==> src/rtl/mux_truth_table_unit_pkg.sv <==
// ---------------------------------------------------------------------------
// mux_truth_table_unit_pkg
// Shared constants and types for the mux truth-table lab block:
//   - F3 constant legs (LEG0 / LEG3)
//   - bit positions of the A/B/C inputs inside each input group
//   - the packed output register bank type used by the top level
// ---------------------------------------------------------------------------
package mux_truth_table_unit_pkg;

  // F3 constant mux legs.
  localparam logic LEG0 = 1'b0;
  localparam logic LEG3 = 1'b1;

  // F1 / F2 two-bit groups (d0, d1): {B, C}.
  localparam int unsigned GRP2_B = 1;
  localparam int unsigned GRP2_C = 0;

  // F3 three-bit group (d2): {A, B, C}.
  localparam int unsigned GRP3_A = 2;
  localparam int unsigned GRP3_B = 1;
  localparam int unsigned GRP3_C = 0;

  // Complete registered output image of the block.
  typedef struct packed {
    logic [1:0] y2;    // F1 legs {leg1, leg0}
    logic       y3;    // F1 result
    logic [1:0] y4;    // F2 legs {leg1, leg0}
    logic       y5;    // F2 result
    logic [1:0] y6;    // F3 select {A, B}
    logic [3:0] y100;  // F3 legs {leg3, leg2, leg1, leg0}
    logic       y7;    // F3 result
  } out_bank_t;

endpackage : mux_truth_table_unit_pkg

==> src/rtl/mux_truth_table_unit_mux4_cell.sv <==
// ---------------------------------------------------------------------------
// mux4_cell
// Generic purely combinational 4:1 multiplexer, one bit wide.
// Ports:
//   data [3:0] in  : data legs, data[i] selected when sel == i
//   sel  [1:0] in  : leg select
//   y          out : selected leg
// ---------------------------------------------------------------------------
module mux4_cell (
  input  logic [3:0] data,
  input  logic [1:0] sel,
  output logic       y
);

  assign y = data[sel];

endmodule : mux4_cell

==> src/rtl/mux_truth_table_unit.sv <==
// ---------------------------------------------------------------------------
// mux_truth_table_unit
// Three independent fixed 3-input Boolean functions, each realised as a mux
// selected by its high-order input(s), with every result and debug leg
// registered (latency 1 cycle, one evaluation per cycle per function).
//   F1: odd parity  A^B^C         (2:1 mux on A)
//   F2: majority    AB+AC+BC      (2:1 mux on A)
//   F3: 4:1 mux on {A,B}, legs {1, ~C, C, 0}
// Ports:
//   clk        in  : rising-edge clock
//   reset      in  : synchronous active-high, clears all outputs
//   t          in  : F1 A
//   d0   [1:0] in  : F1 {B, C}
//   u          in  : F2 A
//   d1   [1:0] in  : F2 {B, C}
//   d2   [2:0] in  : F3 {A, B, C}
//   y2   [1:0] out : F1 legs {leg1, leg0}
//   y3         out : F1 result
//   y4   [1:0] out : F2 legs {leg1, leg0}
//   y5         out : F2 result
//   y6   [1:0] out : F3 select {A, B}
//   y100 [3:0] out : F3 legs, y100[i] = leg i
//   y7         out : F3 result
// ---------------------------------------------------------------------------
module mux_truth_table_unit
  import mux_truth_table_unit_pkg::*;
(
  input  logic       clk,
  input  logic       reset,
  input  logic       t,
  input  logic [1:0] d0,
  input  logic       u,
  input  logic [1:0] d1,
  input  logic [2:0] d2,
  output logic [1:0] y2,
  output logic       y3,
  output logic [1:0] y4,
  output logic       y5,
  output logic [1:0] y6,
  output logic [3:0] y100,
  output logic       y7
);

  // Leg generation.
  logic [1:0] f1_legs;
  logic [1:0] f2_legs;
  logic [1:0] f3_sel;
  logic [3:0] f3_legs;
  logic       f1_y;
  logic       f2_y;
  logic       f3_y;

  always_comb begin
    f1_legs[0] = d0[GRP2_B] ^ d0[GRP2_C];
    f1_legs[1] = ~(d0[GRP2_B] ^ d0[GRP2_C]);
    f2_legs[0] = d1[GRP2_B] & d1[GRP2_C];
    f2_legs[1] = d1[GRP2_B] | d1[GRP2_C];
    f3_sel     = {d2[GRP3_A], d2[GRP3_B]};
    f3_legs    = {LEG3, ~d2[GRP3_C], d2[GRP3_C], LEG0};
  end

  // F1 and F2 only need a 2:1 mux: the upper select bit is tied low so only
  // legs 0/1 are reachable, and the unused upper legs are tied to 0.
  mux4_cell u_f1_mux (
    .data ({2'b00, f1_legs}),
    .sel  ({1'b0, t}),
    .y    (f1_y)
  );

  mux4_cell u_f2_mux (
    .data ({2'b00, f2_legs}),
    .sel  ({1'b0, u}),
    .y    (f2_y)
  );

  mux4_cell u_f3_mux (
    .data (f3_legs),
    .sel  (f3_sel),
    .y    (f3_y)
  );

  // Output register bank.
  out_bank_t out_d;
  out_bank_t out_q;

  // NOTE: every field is assigned on every pass through this block, starting
  // from a full default, so no latch can be inferred.
  always_comb begin
    out_d      = '0;
    out_d.y2   = f1_legs;
    out_d.y3   = f1_y;
    out_d.y4   = f2_legs;
    out_d.y5   = f2_y;
    out_d.y6   = f3_sel;
    out_d.y100 = f3_legs;
    out_d.y7   = f3_y;
  end

  // NOTE: state registers use non-blocking assignment so all flops update
  // together from pre-edge values; reset wins over loading new inputs.
  always_ff @(posedge clk) begin
    if (reset) begin
      out_q <= '0;
    end else begin
      out_q <= out_d;
    end
  end

  assign y2   = out_q.y2;
  assign y3   = out_q.y3;
  assign y4   = out_q.y4;
  assign y5   = out_q.y5;
  assign y6   = out_q.y6;
  assign y100 = out_q.y100;
  assign y7   = out_q.y7;

endmodule : mux_truth_table_unit

==> config.mk <==
export PLATFORM = sky130hd
export DESIGN_NAME = mux_truth_table_unit
export DESIGN_NICKNAME = d
export VERILOG_FILES = /design/src/rtl/mux_truth_table_unit_pkg.sv /design/src/rtl/mux_truth_table_unit_mux4_cell.sv /design/src/rtl/mux_truth_table_unit.sv
export SDC_FILE = /design/constraint.sdc
export NUM_CORES = 1
export LEC_CHECK = 0
export ABC_AREA = 1
export CORE_AREA = 4 4 41 43
export CTS_CLUSTER_DIAMETER = 50
export DETAILED_ROUTE_END_ITERATION = 10
export DIE_AREA = 0 0 45 47
export HOLD_SLACK_MARGIN = 0.05
export PLACE_DENSITY = 0.78
export SLEW_MARGIN = 5
export SYNTH_ARGS = -nofsm -noshare
export SYNTH_HDL_FRONTEND = slang
export SYNTH_SLANG_ARGS = --single-unit
export TNS_END_PERCENT = 50
==> constraint.sdc <==
create_clock -name clk -period 0.8 [get_ports clk]
set_input_delay 0.16 -clock clk [delete_from_list [all_inputs] [get_ports clk]]
set_output_delay 0.16 -clock clk [all_outputs]
set_load 0.01 [all_outputs]
# Word level (Yosys, flattened, before mapping)
# Index checks and enable logic that the tools add are counted.
# classes
n_addsub,0
mul,0
div_mod_pow,0
magnitude_cmp,3
eq_ne,0
n_shift,0
mux,7
bitwise_logic,5
n_reduce_logical,0
# op_table
operator,count
$lt 1x3->1 const B,2
$mux 1,5
$mux 5,1
$lt 2x3->1 const B,1
$bmux 1 s2,1
$not 1->1,2
$and 1x1->1,1
$or 1x1->1,1
$xor 1x1->1,1
# word_totals
reg_bits,13
latch_bits,0
mem_bits_rw,0
romBits,0
in_bits,11
output_inout_bits,13
wordCells,23
n_memories,0

# Depth between registers and ports, before layout
# logic_depth
depth_word,4
ltp_mapped,5
ltp_nobuf,5

# Cells and area by module
# From an unflattened synthesis, not the netlist that was laid out.
# unflattened
cells_unflattened,86
hier_area_um2,544.3
# modules_own_cells
mod,n_inst,cells_each,area_per_inst_um2,seq_area_each_um2
mux_truth_table_unit,1,47,390.4,240.2
mux4_cell,3,13,51.3,0.0

# Least setup slack after synthesis
# Ideal clock, no wire load.
# synth_timing
kind,input -> register
from,in reset
to,reg out_q (netlist bit y3)
setup_time_ps,113
t_arrival_ps,438
required_time_ps,687
setup_slack_ps,249
path_stages,4
path_buffers,1
path_cell_list,buf_6 > inv_4 > nand4_1 > nand2_1
# synth_rtl
element,line_no,text
start: declaration,mux_truth_table_unit.sv:29,"input logic reset,"
end signal: assignment,mux_truth_table_unit.sv:105,out_q <= out_d;
end: declaration,mux_truth_table_unit.sv:84,out_bank_t out_q;

# Worst setup path after layout
# layout_timing
from,reg out_q (netlist bit y100[2])
to,out y100[2]
# layout_rtl
element,line_no,text
end: declaration,mux_truth_table_unit.sv:40,"output logic [3:0] y100,"
# No word-level cell between the ends.

==> flow_summary.json <==
{
  "status": "complete, but fails checks",
  "violations": "negative setup slack",
  "place_hpwl_um": 627,
  "finalWirelength_um": 771,
  "die_h_um": 47,
  "first_global_vias": 284,
  "period_share_pct": 108,
  "viasPerCell": 4.00,
  "final-setup-viol-count": 12,
  "leakagePower_nw": 0.340,
  "antenna_found_initial": 0,
  "die_area_um2": 2120,
  "area_delta_synth_final_pct": 64.5,
  "cp-end-kind": "primary output",
  "crit_fanout": 1,
  "synth_area_per_cell_um2": 9.34,
  "synth.ff_latch_count": 12,
  "layout_commonest_cell": "clkdlybuf4s50_1",
  "io_buffers": 22,
  "drtAntennaViolNets": 0,
  "final_cell_mix": "clkdlybuf4s50_1, inv_1, buf_2, dfxtp_1, nand2_1",
  "firstDrtPassIters": 2,
  "numClockSinks": 12,
  "hold_path_class": "input port to register",
  "htree_levels": 1,
  "fin_util_pct": 50.8,
  "cts_tree": "yes",
  "yosys_warnings": 0,
  "worst_path_max_delay_cell": "dfxtp_1",
  "crit_required_ps": 640,
  "synth_cells": 43,
  "nets": 81,
  "via_count": 336,
  "grt_use_total_pct": 7.94,
  "grt_max_degree": 8,
  "nFillCells": 144,
  "drc_errors": 0,
  "path_class": "register to primary output",
  "overflow": 0,
  "slew_violations": 0,
  "min_period_ps": 866,
  "crit_end": "y100[2]",
  "die_w_um": 45,
  "cts_max_path_buffers": 2,
  "coreArea_um2": 1300,
  "grt_setup_unrepaired": "yes",
  "cts-root-buf": "clkbuf_4",
  "peakVddDrop_v": 0.000910,
  "drive_gt1_share_pct": 44.9,
  "syn_nets": 54,
  "maxCapViolCount": 0,
  "ys_seq_area_share_pct": 59.8,
  "cpLargestDelayFamily": "flip-flops",
  "rows": 13,
  "synth_cell_type_count": 15,
  "grt_pass1_wl_um": 1150,
  "post_cts_buffers": 0,
  "wl_per_cell_um": 9.18,
  "power_density_nw_per_um2": 2000,
  "drtIter0Drc": 4,
  "crit_chain": "buf_2",
  "path_buf_inv": 1,
  "clk_pin_slew_ps": 70,
  "place_congestion": 0.661,
  "numPlacedInstances": 80,
  "hold_viol": 0,
  "cp.arrival_ps": 710,
  "worstSetupStartpoint": "y100[2]$_SDFF_PP0_",
  "max_stage_delay_ps": 310,
  "ios": 24,
  "setup_slack_ps": -65.9,
  "startpoint_type": "register",
  "initial_core_util_pct": 30.9,
  "cts-buffers-inserted": 3,
  "fmax_ghz": 1.15,
  "netlist_area_um2": 402,
  "antenna_cells": 0,
  "fin_cells": 84,
  "cp_num_cells": 1
}
-- synth_stat cells (all sizes together) --
| master | number | area [µm²] |
|---|---|---|
| buf | 2 | 18.8 |
| a21oi | 2 | 10.0 |
| nand4 | 1 | 6.26 |
| inv | 8 | 32.5 |
| nand2 | 8 | 32.5 |
| conb | 1 | 3.75 |
| nand3 | 1 | 5.00 |
| dfxtp | 12 | 240 |
| o21ai | 1 | 8.76 |
| nor2 | 7 | 43.8 |
-- metal layers --
metal,track usage (%),vias up,share of wire [%]
met1,9.47,139,40
met5,0,-,0
met4,5.26,0,1.3
met3,3.45,2,11
li1,-,178,-
met2,11.6,17,47
-- where the power goes --
part           switching (W)  internal [W]  leakage (nW)
logic              0.0000887      0.000113         0.218
registers          0.0000115      0.000637         0.101
clock network       0.000194      0.000277        0.0210
total               0.000294       0.00103         0.340
-- flip-flops by register name, indices dropped and copies added, names as in the netlist --
register and flops:
y100 3, y2 2, y3 1, y4 2, y5 1, y6 2, y7 1
-- worst min path at each step --
stage	start	cells past startpoint	end
final	d0[1]	4	y2[1]$_SDFF_PP0_
after detailed placement	d2[2]	3	y6[1]$_SDFF_PP0_
after global placement	d2[1]	3	y6[0]$_SDFF_PP0_
after floorplan	d2[0]	1	y100[2]$_SDFF_PP0_
after global routing	d0[1]	4	y2[1]$_SDFF_PP0_
after CTS	d2[2]	3	y6[1]$_SDFF_PP0_
-- through the flow --
step                      setup slack [ps]  total power [W]  instance area [µm²]  setup TNS [ps]  hold slack (ps)
after floorplan                        249         0.000739                  402               0              229
final                                -65.9          0.00132                  661            -676              211
after global routing                 -95.3          0.00139                  661           -1080              248
after detailed placement              -267         0.000873                  637           -4360              724
after global placement                -243         0.000869                  637           -4210              720
after CTS                            -77.4          0.00131                  621            -796              432
-- tightest hold or removal path: stages --
cell	delay, ps
dlymetal6s2s_1	100
inv_1	50
nand2_2	70
a21oi_1	60
-- final cells by class --
class                           instances  area (µm²)  area share (%)
Inverter                                8        32.5            4.92
Sequential cell                        12         246            37.3
Tap cell                               15        18.8            2.84
Multi-Input combinational cell         21         118            17.8
Clock buffer                            4        36.3            5.49
Timing Repair Buffer                   24         209            31.6
-- timing repair --
action / CTS / global route
gates cloned: 0 / 0
setup endpoints to repair: 12 / 14
gates resized for setup: 50 / 11
hold buffers: 0 / 0
pin swaps: 0 / 1
-- logic make-up after synthesis --
logic type | after synthesis | share of synthesized area [%]
flops | 12 | 59.8
compound gates | 3 | 4.67
other cells | 1 | 0.934
simple gates | 17 | 21.8
buf+inv | 10 | 12.8
No activity file was read; power rests on OpenSTA's default activity.
